[src/rtl/wb_master_initiator_if.sv]
// Command, response, Wishbone and status bundle for wb_master_initiator.
// master: the initiator side; slave: the command source / bus target side.
interface wb_master_initiator_if #(
  parameter int CNT_W = 16
);
  logic             cmd_valid_i;
  logic             cmd_ready_o;
  logic             cmd_we_i;
  logic [31:0]      cmd_adr_i;
  logic [31:0]      cmd_dat_i;
  logic [3:0]       cmd_sel_i;
  logic             rsp_valid_o;
  logic             rsp_ready_i;
  logic [31:0]      rsp_dat_o;
  logic             rsp_timeout_o;
  logic             wbm_cyc_o;
  logic             wbm_stb_o;
  logic             wbm_we_o;
  logic [3:0]       wbm_sel_o;
  logic [31:0]      wbm_adr_o;
  logic [31:0]      wbm_dat_o;
  logic             wbm_ack_i;
  logic [31:0]      wbm_dat_i;
  logic             busy_o;
  logic [CNT_W-1:0] txn_count_o;

  modport master (
    input  cmd_valid_i, cmd_we_i, cmd_adr_i,
    input  cmd_dat_i, cmd_sel_i, rsp_ready_i,
    input  wbm_ack_i, wbm_dat_i,
    output cmd_ready_o, rsp_valid_o, rsp_dat_o,
    output rsp_timeout_o, wbm_cyc_o, wbm_stb_o,
    output wbm_we_o, wbm_sel_o, wbm_adr_o,
    output wbm_dat_o, busy_o, txn_count_o
  );

  modport slave (
    output cmd_valid_i, cmd_we_i, cmd_adr_i,
    output cmd_dat_i, cmd_sel_i, rsp_ready_i,
    output wbm_ack_i, wbm_dat_i,
    input  cmd_ready_o, rsp_valid_o, rsp_dat_o,
    input  rsp_timeout_o, wbm_cyc_o, wbm_stb_o,
    input  wbm_we_o, wbm_sel_o, wbm_adr_o,
    input  wbm_dat_o, busy_o, txn_count_o
  );
endinterface

[src/rtl/wb_master_initiator.sv]
// Wishbone classic-cycle master: one command in, one bus cycle, one response out.
// Ports: wb_clk_i, wb_rst_i (sync active-low), bus (cmd/rsp/wishbone/status).
module wb_master_initiator #(
  parameter int TIMEOUT = 255,
  parameter int CNT_W   = 16
) (
  input  logic                  wb_clk_i,
  input  logic                  wb_rst_i,
  wb_master_initiator_if.master bus
);
  localparam int TW = (TIMEOUT < 2) ? 1 : $clog2(TIMEOUT);
  localparam logic [TW-1:0] T_LAST =
    TW'((TIMEOUT > 0) ? TIMEOUT - 1 : 0);

  typedef enum logic [1:0] {
    IDLE,
    BUS,
    RESP
  } state_t;

  state_t           state_q;
  state_t           state_d;
  logic [TW-1:0]    timer_q;
  logic             cyc_q;
  logic             we_q;
  logic [3:0]       sel_q;
  logic [31:0]      adr_q;
  logic [31:0]      wdat_q;
  logic [31:0]      rdat_q;
  logic             rsp_valid_q;
  logic             rsp_to_q;
  logic [CNT_W-1:0] cnt_q;
  logic             tmo;
  logic             accept;
  logic             ack_done;
  logic             tmo_done;
  logic             rsp_done;

  // timer counts BUS cycles already completed before this edge
  assign tmo = (TIMEOUT != 0) && (timer_q == T_LAST);

  always_comb begin
    state_d         = state_q;
    accept          = 1'b0;
    ack_done        = 1'b0;
    tmo_done        = 1'b0;
    rsp_done        = 1'b0;
    bus.cmd_ready_o = 1'b0;
    bus.busy_o      = 1'b0;
    unique case (state_q)
      IDLE: begin
        bus.cmd_ready_o = 1'b1;
        if (bus.cmd_valid_i) begin
          accept  = 1'b1;
          state_d = BUS;
        end
      end
      BUS: begin
        bus.busy_o = 1'b1;
        // ack beats a coincident timeout
        if (bus.wbm_ack_i) begin
          ack_done = 1'b1;
          state_d  = RESP;
        end else if (tmo) begin
          tmo_done = 1'b1;
          state_d  = RESP;
        end
      end
      RESP: begin
        bus.busy_o = 1'b1;
        if (bus.rsp_ready_i) begin
          rsp_done = 1'b1;
          state_d  = IDLE;
        end
      end
      default: state_d = IDLE;
    endcase
  end

  always_ff @(posedge wb_clk_i) begin
    if (!wb_rst_i) begin
      state_q     <= IDLE;
      timer_q     <= '0;
      cyc_q       <= 1'b0;
      we_q        <= 1'b0;
      sel_q       <= '0;
      adr_q       <= '0;
      wdat_q      <= '0;
      rdat_q      <= '0;
      rsp_valid_q <= 1'b0;
      rsp_to_q    <= 1'b0;
      cnt_q       <= '0;
    end else begin
      state_q <= state_d;
      if (accept) begin
        cyc_q   <= 1'b1;
        we_q    <= bus.cmd_we_i;
        sel_q   <= bus.cmd_sel_i;
        adr_q   <= bus.cmd_adr_i;
        wdat_q  <= bus.cmd_we_i ? bus.cmd_dat_i : '0;
        timer_q <= '0;
      end
      if (state_q == BUS) begin
        timer_q <= timer_q + TW'(1);
      end
      if (ack_done) begin
        cyc_q       <= 1'b0;
        rdat_q      <= we_q ? '0 : bus.wbm_dat_i;
        rsp_to_q    <= 1'b0;
        rsp_valid_q <= 1'b1;
        cnt_q       <= cnt_q + CNT_W'(1);
      end
      if (tmo_done) begin
        cyc_q       <= 1'b0;
        rdat_q      <= '0;
        rsp_to_q    <= 1'b1;
        rsp_valid_q <= 1'b1;
      end
      if (rsp_done) begin
        rsp_valid_q <= 1'b0;
      end
    end
  end

  assign bus.wbm_cyc_o     = cyc_q;
  assign bus.wbm_stb_o     = cyc_q;
  assign bus.wbm_we_o      = we_q;
  assign bus.wbm_sel_o     = sel_q;
  assign bus.wbm_adr_o     = adr_q;
  assign bus.wbm_dat_o     = wdat_q;
  assign bus.rsp_valid_o   = rsp_valid_q;
  assign bus.rsp_dat_o     = rdat_q;
  assign bus.rsp_timeout_o = rsp_to_q;
  assign bus.txn_count_o   = cnt_q;
endmodule
[src/flat_wrapper.sv]
// flat-port wrapper written by rule: the top's interface ports become plain ports
module wb_master_initiator_flat 
#(
  parameter int TIMEOUT = 255,
  parameter int CNT_W   = 16
)
  (wb_clk_i, wb_rst_i, bus_cmd_valid_i, bus_cmd_we_i, bus_cmd_adr_i, bus_cmd_dat_i, bus_cmd_sel_i, bus_rsp_ready_i, bus_wbm_ack_i, bus_wbm_dat_i, bus_cmd_ready_o, bus_rsp_valid_o, bus_rsp_dat_o, bus_rsp_timeout_o, bus_wbm_cyc_o, bus_wbm_stb_o, bus_wbm_we_o, bus_wbm_sel_o, bus_wbm_adr_o, bus_wbm_dat_o, bus_busy_o, bus_txn_count_o);
  wb_master_initiator_if #(.CNT_W(CNT_W)) bus_i ();
  input  logic wb_clk_i;
  input  logic wb_rst_i;
  input wire logic [$bits(bus_i.cmd_valid_i)-1:0] bus_cmd_valid_i;
  input wire logic [$bits(bus_i.cmd_we_i)-1:0] bus_cmd_we_i;
  input wire logic [$bits(bus_i.cmd_adr_i)-1:0] bus_cmd_adr_i;
  input wire logic [$bits(bus_i.cmd_dat_i)-1:0] bus_cmd_dat_i;
  input wire logic [$bits(bus_i.cmd_sel_i)-1:0] bus_cmd_sel_i;
  input wire logic [$bits(bus_i.rsp_ready_i)-1:0] bus_rsp_ready_i;
  input wire logic [$bits(bus_i.wbm_ack_i)-1:0] bus_wbm_ack_i;
  input wire logic [$bits(bus_i.wbm_dat_i)-1:0] bus_wbm_dat_i;
  output wire logic [$bits(bus_i.cmd_ready_o)-1:0] bus_cmd_ready_o;
  output wire logic [$bits(bus_i.rsp_valid_o)-1:0] bus_rsp_valid_o;
  output wire logic [$bits(bus_i.rsp_dat_o)-1:0] bus_rsp_dat_o;
  output wire logic [$bits(bus_i.rsp_timeout_o)-1:0] bus_rsp_timeout_o;
  output wire logic [$bits(bus_i.wbm_cyc_o)-1:0] bus_wbm_cyc_o;
  output wire logic [$bits(bus_i.wbm_stb_o)-1:0] bus_wbm_stb_o;
  output wire logic [$bits(bus_i.wbm_we_o)-1:0] bus_wbm_we_o;
  output wire logic [$bits(bus_i.wbm_sel_o)-1:0] bus_wbm_sel_o;
  output wire logic [$bits(bus_i.wbm_adr_o)-1:0] bus_wbm_adr_o;
  output wire logic [$bits(bus_i.wbm_dat_o)-1:0] bus_wbm_dat_o;
  output wire logic [$bits(bus_i.busy_o)-1:0] bus_busy_o;
  output wire logic [$bits(bus_i.txn_count_o)-1:0] bus_txn_count_o;
  assign bus_i.cmd_valid_i = bus_cmd_valid_i;
  assign bus_i.cmd_we_i = bus_cmd_we_i;
  assign bus_i.cmd_adr_i = bus_cmd_adr_i;
  assign bus_i.cmd_dat_i = bus_cmd_dat_i;
  assign bus_i.cmd_sel_i = bus_cmd_sel_i;
  assign bus_i.rsp_ready_i = bus_rsp_ready_i;
  assign bus_i.wbm_ack_i = bus_wbm_ack_i;
  assign bus_i.wbm_dat_i = bus_wbm_dat_i;
  assign bus_cmd_ready_o = bus_i.cmd_ready_o;
  assign bus_rsp_valid_o = bus_i.rsp_valid_o;
  assign bus_rsp_dat_o = bus_i.rsp_dat_o;
  assign bus_rsp_timeout_o = bus_i.rsp_timeout_o;
  assign bus_wbm_cyc_o = bus_i.wbm_cyc_o;
  assign bus_wbm_stb_o = bus_i.wbm_stb_o;
  assign bus_wbm_we_o = bus_i.wbm_we_o;
  assign bus_wbm_sel_o = bus_i.wbm_sel_o;
  assign bus_wbm_adr_o = bus_i.wbm_adr_o;
  assign bus_wbm_dat_o = bus_i.wbm_dat_o;
  assign bus_busy_o = bus_i.busy_o;
  assign bus_txn_count_o = bus_i.txn_count_o;
  wb_master_initiator #(.TIMEOUT(TIMEOUT), .CNT_W(CNT_W)) u_core (.wb_clk_i(wb_clk_i), .wb_rst_i(wb_rst_i), .bus(bus_i));
endmodule
[config.mk]
export PLATFORM = sky130hd
export DESIGN_NAME = wb_master_initiator_flat
export DESIGN_NICKNAME = d
export VERILOG_FILES = /design/src/rtl/wb_master_initiator_if.sv /design/src/rtl/wb_master_initiator.sv /design/src/flat_wrapper.sv
export SDC_FILE = /design/constraint.sdc
export NUM_CORES = 1
export LEC_CHECK = 0
export BUFFER_PORTS_ARGS = -buffer_cell sky130_fd_sc_hd__buf_2
export CAP_MARGIN = 30
export CORE_AREA = 4 4 92 138
export DETAILED_ROUTE_END_ITERATION = 6
export DIE_AREA = 0 0 96 142
export GPL_TIMING_DRIVEN = 1
export PLACE_DENSITY = 0.76
export SYNTH_ARGS = -nofsm -noshare
export SYNTH_HDL_FRONTEND = slang
export SYNTH_SLANG_ARGS = --single-unit
[constraint.sdc]
create_clock -name wb_clk_i -period 3.6 [get_ports wb_clk_i]
set_clock_uncertainty 0.15 [all_clocks]
set_input_delay 0.54 -clock wb_clk_i [delete_from_list [all_inputs] [get_ports wb_clk_i]]
set_output_delay 0.54 -clock wb_clk_i [all_outputs]
set_load 0.05 [all_outputs]
Yosys cells after proc, flatten, opt, wreduce, memory -nomap -nowiden
Cells that the tools add are included.

Bits in read-only memories: 0. Input bits: 106. Output and inout port bits: 123. Memories: 0. Bits in registers: 130. Logic and storage cells: 52. RAM bits: 0. Bits in latches: 0.

Add/sub/neg operators: 2. Bitwise logic cells: 1. Mux-type cells: 24. Magnitude comparators: 0. Shifts and indexed selects: 0. Div/mod/pow operators: 0. Equality and inequality tests: 6. Reductions and logical operators: 8. Multiply operators: 0.

Operators with widths (count): 32-bit two-way mux (2); 16-bit by 1-bit adder with 16-bit output, second input constant (1); 8-bit two-way mux (2); 1-bit two-way mux (15); 8-bit by 1-bit adder with 8-bit output, second input constant (1); 8-bit == test, second input constant (1); 2-bit two-way mux (4); 2-bit case mux with 3 select lines (1); 2-bit OR reduction (3); 2-bit inequality test, second input constant (2); 2-bit nonzero test (2); 3-bit by 2-bit inequality test with 1-bit output, second input constant (1); 3-bit AND reduction (1); 3-bit OR reduction (1); 2-bit by 1-bit == test with 1-bit output, second input constant (1); 2-bit == test, second input constant (1); 2-bit zero test (1); 1-bit NOT (1).

Logic depth before layout (Yosys ltp)
Gate-level depths: netlist of the first run.

Depth in word-level cells: 5. Gate-level depth with buffers: 8. Mapped depth without buffers: 6.

Least setup slack after synthesis of the first run
No wires, ideal clock.

Path kind: register to register. Start point: register u_core.state_q[0]. End point: register u_core.wdat_q[10] (netlist: u_core.bus.wbm_dat_o[10]). Cell stages (with the launch flop): 8. Data required time: 3379 ps. Clock period less this slack: 2044 ps. Path buffers: 2. Arrival: 1823 ps. Slack: 1556 ps. Setup time: 71 ps. Cells stage by stage: dfxtp_1 -> inv_1 -> ha_1 -> and2_1 -> clkbuf_1 -> clkbuf_1 -> nand3_1 -> a21oi_1.

Word-level cells in the longest chain between the ends: 2.

Ends and longest elaborated chain: start: declaration (line wb_master_initiator.sv:21) `state_t state_q;`; start signal: assignment (line wb_master_initiator.sv:94) `state_q <= state_d;`; 2-bit zero test (line wb_master_initiator.sv:50) `unique case (state_q)`; 1-bit two-way mux (line wb_master_initiator.sv:50); end signal: assignment (line wb_master_initiator.sv:100) `wdat_q <= bus.cmd_we_i ? bus.cmd_dat_i : '0;`; end: declaration (line wb_master_initiator.sv:28) `logic [31:0] wdat_q;`.

Every way passes these cells. A chain may end at the register's enable or synchronous reset.

Final worst setup path of the first run
Start point: register u_core.state_q[1]. End point: register u_core.rdat_q[0] (netlist: u_core.bus.rsp_dat_o[0]).

Word-level cells in the longest chain between the ends: 3. Elaborated cells on any way between the ends: 4. Those cells by class: 1 x eq/ne; 2 x mux; 1 x reduce/logical.

Ends and longest elaborated chain: 2-bit by 1-bit == test with 1-bit output * (line wb_master_initiator.sv:50); 1-bit two-way mux (line wb_master_initiator.sv:50); 2-bit OR reduction (no source line); end signal: assignment (line wb_master_initiator.sv:108) `rdat_q <= we_q ? '0 : bus.wbm_dat_i;`; end: declaration (line wb_master_initiator.sv:29) `logic [31:0] rdat_q;`.

Every way passes the cells marked *; elsewhere a longest branch is shown, timed or not.

==> results.py, run 1 <==
metrics = {
    "floorplanning": {
        "start_util": 0.444,
        "fp.dieArea_um2": 13600,
        "ios": 229,
        "num_rows": 48,
        "core_um2": 11500,
        "die_w_um": 96,
        "die_h_um": 142,
    },
    "grt": {
        "grt_max_degree": 78,
        "gr-usage-all-layers": 0.187,
        "antenna_found_initial": 0,
        "grt_pass1_wl_um": 20800,
        "grt_overflow": 0,
        "grt_pass1_vias": 4487,
    },
    "place": {
        "portBuffers": 228,
        "placed_cells": 949,
        "gp_congestion": 0.798,
        "dp_hpwl_um": 9080,
    },
    "sta": {
        "tns_ns": 0,
        "hold_violations": 0,
        "fin_crit_ns": 2.24,
        "grt_setup_unrepaired": "false",
        "fmax_mhz": 446,
        "setup_viol": 0,
        "slew-limit-headroom": 0.546,
        "slew_violations": 0,
        "fin_crit_sh": 0.623,
        "worst_pin_slew_ns": 0.682,
    },
    "worst_setup_path": {
        "crit_path_start_kind": "register",
        "slowest_delay_ns": 0.49,
        "cpMaxStageDelayCell": "ha_1",
        "path_class": "reg -> reg",
        "path_max_fanout": 32,
        "crit_chain": "inv_1 -> ha_1 -> inv_2 -> o41ai_4 -> buf_4 -> nor2_1",
        "worst-endpoint-required_ns": 3.73,
        "end_kind": "register",
        "cp_data_arrival_time_ns": 2.37,
    },
    "finish": {
        "final_common_cell": "buf_2",
        "drive_above_1_share": 0.341,
        "final_cells": 980,
        "fin_nets": 931,
        "diodes": 0,
        "syn_to_final_growth_pct": 35.5,
        "final_cell_mix": "228 x buf_2, 130 x dfxtp_1, 123 x nand2_1",
    },
    "power": {
        "ir_worst_vdd_mv": 0.451,
        "p_leak_nw": 3.08,
        "powerDensity_nw_per_um2": 727,
    },
    "logic_synthesis": {
        "yosysWarnings": 0,
        "synth_area_leaders": "dfxtp_1 51%, a21oi_1 11%, nand2_1 9.2%",
        "synth_seq_cells": 130,
        "postSynthAreaPerCell_um2": 8.30,
        "synth_cells": 614,
        "synth-async-reset-ratio": 0,
        "ys_seq_area_frac": 0.511,
        "yosysTopAreaCell": "dfxtp_1",
        "syn_nets": 727,
        "syn_area_um2": 5100,
        "synth.distinct_cells": 41,
        "synth_edf_count": 0,
        "synth_top_area_frac": 0.511,
        "synth_ff_type": "dfxtp_1",
    },
    "clock_tree": {
        "cts.clk_slew.worst_paths_ns": 0.05,
        "post-cts-setup-buffer-count": 0,
        "cts.sinks": 130,
        "cts_made_buffers": 17,
        "clk_path_buf_depth": 2,
        "clk_latency_ns": 0.40,
        "cts_resized": 0,
        "cts_tree": "yes",
        "htree_levels": 4,
        "root_buffer": "clkbuf_16",
        "cts_hold_buf": 0,
    },
    "detailed_routing": {
        "drt-wirelength-per-cell_um": 13.2,
        "via_count": 4854,
        "initialDrtViolationCount": 127,
        "dr.pass1.iters": 5,
        "ant_nets": 0,
        "routed_wl_um": 12900,
        "drcViolationCount": 0,
        "vias_per_cell": 4.95,
    },
    "outcome": {
        "outcome": "finished, final reports clean",
    },
    "flow_run": {
        "max-cap-violations": 0,
    },
    "min_path": {
        "hold_class": "in -> reg",
    },
}
-- flip-flops by register name, summed over array words and instances, names as in the netlist --
signal,cells
u_core.bus.rsp_dat_o,32
u_core.bus.rsp_timeout_o,1
u_core.bus.rsp_valid_o,1
u_core.bus.txn_count_o,16
u_core.bus.wbm_adr_o,32
u_core.bus.wbm_cyc_o,1
u_core.bus.wbm_dat_o,32
u_core.bus.wbm_sel_o,4
u_core.bus.wbm_we_o,1
u_core.state_q,2
u_core.timer_q,8
-- cell type report --
| type | count | area, um2 |
|---|---|---|
| tap | 150 | 188 |
| clock inverter | 12 | 159 |
| multi-input combinational | 425 | 2250 |
| timing repair buffer | 234 | 1220 |
| clock buffer | 19 | 443 |
| fill | 1045 | 4570 |
| inverter | 10 | 37.5 |
| sequential | 130 | 2600 |
-- critical path, delay by kind of cell, from the launching register on --
family	cells	cell delay, ns
AO/OA/AOI/OAI	1	0.38
adder cells (fa/ha/maj)	1	0.49
buffers and inverters	3	0.69
flip-flops	1	0.31
AND/OR/NAND/NOR	1	0.10
-- metal layers --
layer / GRT usage / vias to the layer above / routed length (um)
met4: 0.0547 / 0 / 149
met5: 0 / - / 0
met1: 0.211 / 2193 / 5040
met2: 0.321 / 175 / 6460
met3: 0.0725 / 15 / 1280
li1: - / 2471 / -
-- Yosys cell counts, types with 2 or more instances --
cell type  instances
mux2_2             2
inv_1              9
nor3b_1           32
nand4_2            2
nand2_1          125
nor4_1             2
nand3_2            2
dfxtp_1          130
ha_1               7
o21ai_0            5
nor2_1            47
clkbuf_1          32
buf_1              6
mux2i_1            3
nand3_1           44
xnor2_1           11
xor2_1             3
nand4_1            3
a221oi_1           2
nor2_2             2
or3_1              3
nand2b_1           2
buf_6              2
nor3_1             5
nor4_2             2
a21oi_1          109
buf_2              8
-- report_power, final --
group / leakage (nW) / internal (mW) / switching, mW
sequential: 1.06 / 1.62 / 0.0896
clock: 0.278 / 1.11 / 0.621
combinational: 1.75 / 0.389 / 1.19
-- through the flow --
stage / setup WS, ns / cell area, um2 / hold WS [ns] / util / total power, mW
3_3_place_gp: 1.21 / 6280 / 0.285 / 0.548 / 3.30
2_1_floorplan: 1.56 / 5100 / 0.305 / - / 2.98
6_report: 1.36 / 6900 / 0.211 / 0.602 / 5.02
3_5_place_dp: 1.36 / 6300 / 0.290 / 0.549 / 3.33
4_1_cts: 1.34 / 6900 / 0.194 / 0.602 / 5.07
5_1_grt: 1.19 / 6900 / 0.216 / 0.602 / 5.28
-- cells by family after synthesis --
family / after synthesis / synth area share
AOI/OAI and AO/OA: 124 / 0.132
xor gates and xnor gates: 14 / 0.0241
adders and majority gates: 7 / 0.0172
buffers and inverters: 59 / 0.0491
DFF: 130 / 0.511
muxes: 5 / 0.0103
and+or+nand+nor: 275 / 0.257
-- worst paths after layout --
check             slack [ns]                  endpoint                     start  cells past startpoint
setup / recovery        1.36   u_core.bus.rsp_dat_o[0]         u_core.state_q[1]                      6
hold / removal          0.21    u_core.bus.rsp_valid_o           bus_rsp_ready_i                      2
setup reg to reg        1.36   u_core.bus.rsp_dat_o[0]         u_core.state_q[1]                      6
hold reg to reg         0.30  u_core.bus.wbm_dat_o[14]  u_core.bus.wbm_dat_o[14]                      2
No activity file was read; power rests on OpenSTA's default activity.
==> run 2: changes to the inputs <==
--- a/config.mk
+++ b/config.mk
@@ -5,13 +5,14 @@
 export SDC_FILE = /design/constraint.sdc
 export NUM_CORES = 1
 export LEC_CHECK = 0
+export ABC_AREA = 1
 export BUFFER_PORTS_ARGS = -buffer_cell sky130_fd_sc_hd__buf_2
 export CAP_MARGIN = 30
-export CORE_AREA = 4 4 92 138
+export CORE_AREA = 4 4 96 143
 export DETAILED_ROUTE_END_ITERATION = 6
-export DIE_AREA = 0 0 96 142
+export DIE_AREA = 0 0 100 147
 export GPL_TIMING_DRIVEN = 1
-export PLACE_DENSITY = 0.76
+export PLACE_DENSITY = 0.74
 export SYNTH_ARGS = -nofsm -noshare
 export SYNTH_HDL_FRONTEND = slang
 export SYNTH_SLANG_ARGS = --single-unit
==> constraint.sdc (replaced) <==
create_clock -name wb_clk_i -period 1.8 [get_ports wb_clk_i]
set_clock_uncertainty 0.15 [all_clocks]
set_input_delay 0.27 -clock wb_clk_i [delete_from_list [all_inputs] [get_ports wb_clk_i]]
set_output_delay 0.27 -clock wb_clk_i [all_outputs]
set_load 0.05 [all_outputs]
==> run 2 against run 1 <==
  * Cell area up 12%
  * Highest routed layer unchanged
  * Sequential share of layout area down 4.1 points
  * Largest cell class unchanged
  * Die area up 7.8%
  * Sequential cell count unchanged
  * Core utilization up 2.1 points
  * Cell count up 17%
  * Setup slack worse by 1.3 ns
  * Synthesized area up 1.0%
  * Combinational power rose to 2.9 times the previous value
  * Critical path depth down 3
==> results.py, run 2 <==
metrics = {
    "outcome": {
        "outcome": "finished, final reports clean",
    },
    "clock_tree": {
        "clk_path_buf_depth": 2,
        "cts_tree": "yes",
        "cts.sinks": 130,
        "clk_latency_ns": 0.40,
        "htree_levels": 4,
        "root_buffer": "clkbuf_16",
        "post-cts-setup-buffer-count": 0,
        "cts_made_buffers": 17,
        "cts.clk_slew.worst_paths_ns": 0.05,
    },
    "finish": {
        "syn_to_final_growth_pct": 50.5,
        "fin_nets": 1093,
        "final_common_cell": "buf_2",
        "diodes": 0,
        "final_cell_area_um2": 7750,
        "final_cell_mix": "226 x buf_2, 136 x nor2_1, 126 x dfxtp_1",
        "drive_above_1_share": 0.296,
    },
    "logic_synthesis": {
        "synth_top_area_frac": 0.505,
        "synth_edf_count": 0,
        "ys_seq_area_frac": 0.505,
        "synth-async-reset-ratio": 0,
        "synth_ff_type": "dfxtp_1",
        "yosysMostFrequentCell": "nor2_1",
        "yosysTopAreaCell": "dfxtp_1",
        "synth_cells": 688,
        "yosysWarnings": 0,
        "synth.distinct_cells": 29,
        "synth_seq_cells": 130,
        "syn_area_um2": 5150,
        "synth_commonest_cells": "136 x nor2_1, 130 x dfxtp_1, 115 x nand2_1, 105 x o21ai_0, 64 x inv_1",
        "postSynthAreaPerCell_um2": 7.48,
        "syn_nets": 801,
        "synth_area_leaders": "dfxtp_1 51%, o21ai_0 10%, nor2_1 9.9%",
    },
    "grt": {
        "grt_use_met1": 0.225,
        "grt_max_degree": 56,
        "antenna_found_initial": 0,
        "top_usage_layer": "met2",
        "use_met3": 0.0499,
        "grt_pass1_vias": 5169,
        "gr-usage-all-layers": 0.205,
        "grt_overflow": 0,
        "grt_pass1_wl_um": 24600,
        "met2_usage": 0.358,
    },
    "sta": {
        "setup_viol": 0,
        "fin_crit_sh": 0.968,
        "tns_ns": 0,
        "fin_crit_ns": 1.74,
        "worst_pin_slew_ns": 0.492,
        "slew-limit-headroom": 0.672,
        "grt_setup_unrepaired": "true",
        "slew_violations": 0,
        "hold_violations": 0,
        "fmax_mhz": 574,
    },
    "worst_setup_path": {
        "cp_data_arrival_time_ns": 1.32,
        "crit_path_start_kind": "register",
        "slowest_delay_ns": 0.36,
        "crit_chain": "inv_1 -> ha_2 -> buf_8",
        "path_class": "reg -> out",
        "crit_family": "adder cells",
        "ff2ff_path_depth": 8,
        "critPathBufInv": 2,
        "cpMaxStageDelayCell": "ha_2",
        "end_kind": "primary output",
        "rrSetupSlack_ns": 0.15,
        "worst-endpoint-required_ns": 1.38,
        "path_max_fanout": 4,
        "cp.depth": 3,
    },
    "place": {
        "dpl_cell_area_um2": 6440,
        "dp_hpwl_um": 10200,
        "gp_congestion": 0.787,
        "portBuffers": 228,
    },
    "detailed_routing": {
        "initialDrtViolationCount": 189,
        "drcViolationCount": 0,
        "dr.pass1.iters": 5,
        "routed_wl_um": 15100,
        "vias_per_cell": 4.73,
        "via_count": 5429,
        "drt-wirelength-per-cell_um": 13.1,
        "ant_nets": 0,
    },
    "min_path": {
        "whs_path_depth": 3,
        "hold_class": "in -> reg",
    },
    "floorplanning": {
        "num_rows": 50,
        "die_h_um": 147,
        "core_um2": 12400,
        "start_util": 0.414,
        "die_w_um": 100,
        "fp.dieArea_um2": 14700,
        "ios": 229,
    },
    "flow_run": {
        "max-cap-violations": 0,
    },
    "power": {
        "p_leak_nw": 3.76,
        "powerDensity_nw_per_um2": 1520,
        "ir_worst_vdd_mv": 0.765,
    },
}
## run 2: per-stage QoR
stage	hold WS, ns	util	cells	power (mW)	setup slack (ns)
final	0.0205	0.623	1148	11.8	0.0581
after global routing	0.0319	0.623	1148	12.4	-0.0327
after CTS	0.0108	0.621	1148	11.9	0.0111
after detailed placement	0.304	0.517	1048	8.23	0.0762
after global placement	0.299	0.517	1048	8.17	0.106
after floorplan	0.263	-	688	7.17	0.0932
## run 2: per-layer routing
| metal | routed length [um] | share of wire |
|---|---|---|
| met1 | 5680 | 0.38 |
| met2 | 7870 | 0.52 |
| met3 | 891 | 0.059 |
| met4 | 618 | 0.041 |
| met5 | 0 | 0 |
## run 2: path summary, 6_finish.rpt
check / endpoint / startpoint
worst max-delay path: bus_busy_o / u_core.state_q[1]
worst min-delay path: u_core.bus.wbm_we_o / bus_cmd_we_i
worst max register to register: u_core.bus.rsp_dat_o[5] / u_core.state_q[1]
worst min register to register: u_core.bus.wbm_dat_o[31] / u_core.bus.wbm_dat_o[31]
## run 2: timing repair
item / CTS / global route
gates resized for setup: 2 / 7
setup endpoints to repair: 1 / 48
hold buffers: 69 / 0
endpoints found under the hold margin: 69 / 0
## run 2: area by class of cell
| cell class | count | area, um2 |
|---|---|---|
| Timing Repair Buffer | 312 | 2010 |
| Inverter | 69 | 259 |
| Clock inverter | 13 | 160 |
| Multi-Input combinational cell | 450 | 2080 |
| Sequential cell | 130 | 2610 |
| Fill cell | 1116 | 4700 |
| Clock buffer | 18 | 439 |
| Tap cell | 156 | 195 |
## run 2: tightest hold or removal path, stage by stage
cell     delay [ns]
buf_2          0.11
nand2_1        0.09
a21oi_1        0.06
## run 2: kinds of logic (layout without fill, tap and decap cells)
family,Yosys count,in the layout,synth area share
AO/OA/AOI/OAI,162,162,0.161
adder cells (fa/ha/maj),7,7,0.0170
XOR/XNOR,4,4,0.00680
buffers and inverters,108,412,0.0919
flip-flops,130,130,0.505
AND/OR/NAND/NOR,277,277,0.218
## run 2: report_power, final
group | switching (mW) | total [mW] | internal [mW]
clock | 1.24 | 3.44 | 2.21
sequential | 0.302 | 3.76 | 3.46
combinational | 3.38 | 4.59 | 1.22
total | 4.92 | 11.8 | 6.88
==> run 3: changes to the inputs <==
--- a/config.mk
+++ b/config.mk
@@ -5,14 +5,13 @@
 export SDC_FILE = /design/constraint.sdc
 export NUM_CORES = 1
 export LEC_CHECK = 0
-export ABC_AREA = 1
 export BUFFER_PORTS_ARGS = -buffer_cell sky130_fd_sc_hd__buf_2
 export CAP_MARGIN = 30
-export CORE_AREA = 4 4 96 143
+export CORE_AREA = 4 4 95 142
 export DETAILED_ROUTE_END_ITERATION = 6
-export DIE_AREA = 0 0 100 147
+export DIE_AREA = 0 0 99 146
 export GPL_TIMING_DRIVEN = 1
-export PLACE_DENSITY = 0.74
+export PLACE_DENSITY = 0.75
 export SYNTH_ARGS = -nofsm -noshare
 export SYNTH_HDL_FRONTEND = slang
 export SYNTH_SLANG_ARGS = --single-unit
==> run 3 against run 2 <==
  * Worst hold slack improved by 0.048 ns
  * First-iteration DRC count increased by 19%
  * Via count decreased by 0.92%
  * Setup slack got worse by 0.013 ns
  * Register-to-register slack got worse by 0.10 ns
  * Sequential power decreased by 9.0%
  * Combinational power decreased by 20%
  * Cell area increased by 2.2%
  * Highest routed layer unchanged
==> results.py, run 3 (synthesized netlist as in run 1, its figures left out) <==
metrics = {
    "worst_setup_path": {
        "slowest_delay_ns": 0.33,
        "path_class": "reg -> out",
        "path_max_fanout": 3,
        "end_kind": "primary output",
        "cp_data_arrival_time_ns": 1.33,
        "cpMaxStageDelayCell": "dfxtp_2",
        "worst-endpoint-required_ns": 1.38,
        "crit_path_start_kind": "register",
        "crit_chain": "inv_1 -> buf_4 -> ha_4 -> buf_8",
    },
    "detailed_routing": {
        "initialDrtViolationCount": 225,
        "ant_nets": 0,
        "drt-wirelength-per-cell_um": 14.5,
        "dr.pass1.iters": 4,
        "drcViolationCount": 0,
        "via_count": 5379,
        "vias_per_cell": 5.02,
        "routed_wl_um": 15500,
    },
    "grt": {
        "gr-usage-all-layers": 0.205,
        "grt_pass1_vias": 5149,
        "antenna_found_initial": 0,
        "grt_overflow": 0,
        "grt_max_degree": 53,
        "grt_pass1_wl_um": 24300,
    },
    "floorplanning": {
        "fp.dieArea_um2": 14500,
        "core_um2": 12300,
        "start_util": 0.414,
        "die_h_um": 146,
        "num_rows": 50,
        "die_w_um": 99,
        "ios": 229,
    },
    "outcome": {
        "outcome": "finished, final reports clean",
    },
    "sta": {
        "fin_crit_sh": 0.975,
        "worst_pin_slew_ns": 0.601,
        "fin_ws_ns": 0.0456,
        "slew-limit-headroom": 0.600,
        "slew_violations": 0,
        "tns_ns": 0,
        "whs_ns": 0.0687,
        "fin_crit_ns": 1.75,
        "fmax_mhz": 570,
        "setup_viol": 0,
        "grt_setup_unrepaired": "true",
        "hold_violations": 0,
    },
    "finish": {
        "final_cell_area_um2": 7920,
        "final_common_cell": "buf_2",
        "utilization": 0.643,
        "final_cell_mix": "226 x buf_2, 124 x dfxtp_1, 123 x nand2_1",
        "fin_nets": 1015,
        "final_cells": 1071,
        "drive_above_1_share": 0.351,
        "n_fill_cell": 1017,
        "diodes": 0,
        "syn_to_final_growth_pct": 55.4,
    },
    "clock_tree": {
        "cts.clk_slew.worst_paths_ns": 0.06,
        "htree_levels": 4,
        "clk_latency_ns": 0.40,
        "cts.sinks": 130,
        "root_buffer": "clkbuf_16",
        "cts_tree": "yes",
        "clk_path_buf_depth": 2,
        "cts_made_buffers": 17,
    },
    "place": {
        "dpl_cell_area_um2": 6480,
        "dp_hpwl_um": 9730,
        "portBuffers": 228,
        "placed_cells": 969,
        "gp_congestion": 0.790,
        "place_ws_ns": 0.0510,
    },
    "power": {
        "power.internal_mw": 6.61,
        "ir_worst_vdd_mv": 0.691,
        "p_clk_frac": 0.333,
        "p_comb_frac": 0.345,
        "power_switching_share": 0.378,
        "finalPower_mw": 10.6,
        "seqPwrFrac": 0.322,
        "switchingPower_mw": 4.02,
        "powerDensity_nw_per_um2": 1340,
        "p_leak_nw": 3.56,
    },
    "flow_run": {
        "max-cap-violations": 0,
    },
    "min_path": {
        "hold_class": "in -> reg",
    },
}
run 3: cell count changes in the layout (fill, tap and decap cells not counted), moves of 7 or more:
cell	change
o21ai_0	-100
nor3b_2	+7
inv_1	-56
nand2_1	+8
nor2_1	-90
a21oi_1	+63
nand3_1	+34
nor3b_1	+25
xnor2_1	+11
run 3: final timing paths:
path / end / from / slack [ns] / cells past startpoint
worst max register to register: u_core.bus.txn_count_o[9] / u_core.state_q[1] / 0.05 / 7
worst max-delay path: bus_busy_o / u_core.state_q[1] / 0.05 / 4
worst min register to register: u_core.bus.wbm_dat_o[5] / u_core.bus.wbm_dat_o[5] / 0.30 / 2
worst min-delay path: u_core.bus.wbm_cyc_o / wb_rst_i / 0.07 / 2
run 3: power groups by stage:
| stage | registers [mW] | logic (mW) | clock network, mW |
|---|---|---|---|
| after global routing | 3.46 | 3.93 | 3.75 |
| after floorplan | 4.58 | 1.44 | 0 |
| after detailed placement | 3.47 | 3.42 | 0 |
| final | 3.42 | 3.67 | 3.54 |
| after CTS | 3.42 | 3.60 | 3.63 |
| after global placement | 3.46 | 3.40 | 0 |
run 3: final cells by class:
type	instances	area [um2]	share of cell area
Sequential cell	130	2610	0.330
Multi-Input combinational cell	425	2380	0.300
Timing Repair Buffer	318	2090	0.264
Clock buffer	20	457	0.0577
Tap cell	156	195	0.0246
Clock inverter	12	155	0.0196
Inverter	10	37.5	0.00474
run 3: what timing repair did:
| item | CTS | global route |
|---|---|---|
| setup buffers | 0 | 1 |
| pin swaps | 0 | 1 |
| gates resized for setup | 4 | 21 |
| hold endpoints to repair | 69 | 0 |
| setup endpoints to repair | 1 | 37 |
| hold buffers | 69 | 0 |
run 3: worst max-delay path, delay by kind of cell (launching register included):
family                     cells  cell delay, ns
buffers and inverters          3            0.35
adders and majority gates      1            0.27
DFF                            1            0.33
run 3: metal layers:
layer  up-vias  share of wire  global-route usage
li1       2646              -                   -
met1      2468           0.36               0.215
met2       205           0.53               0.363
met3        60          0.061              0.0542
met4         0          0.044               0.116
met5         -              0                   0
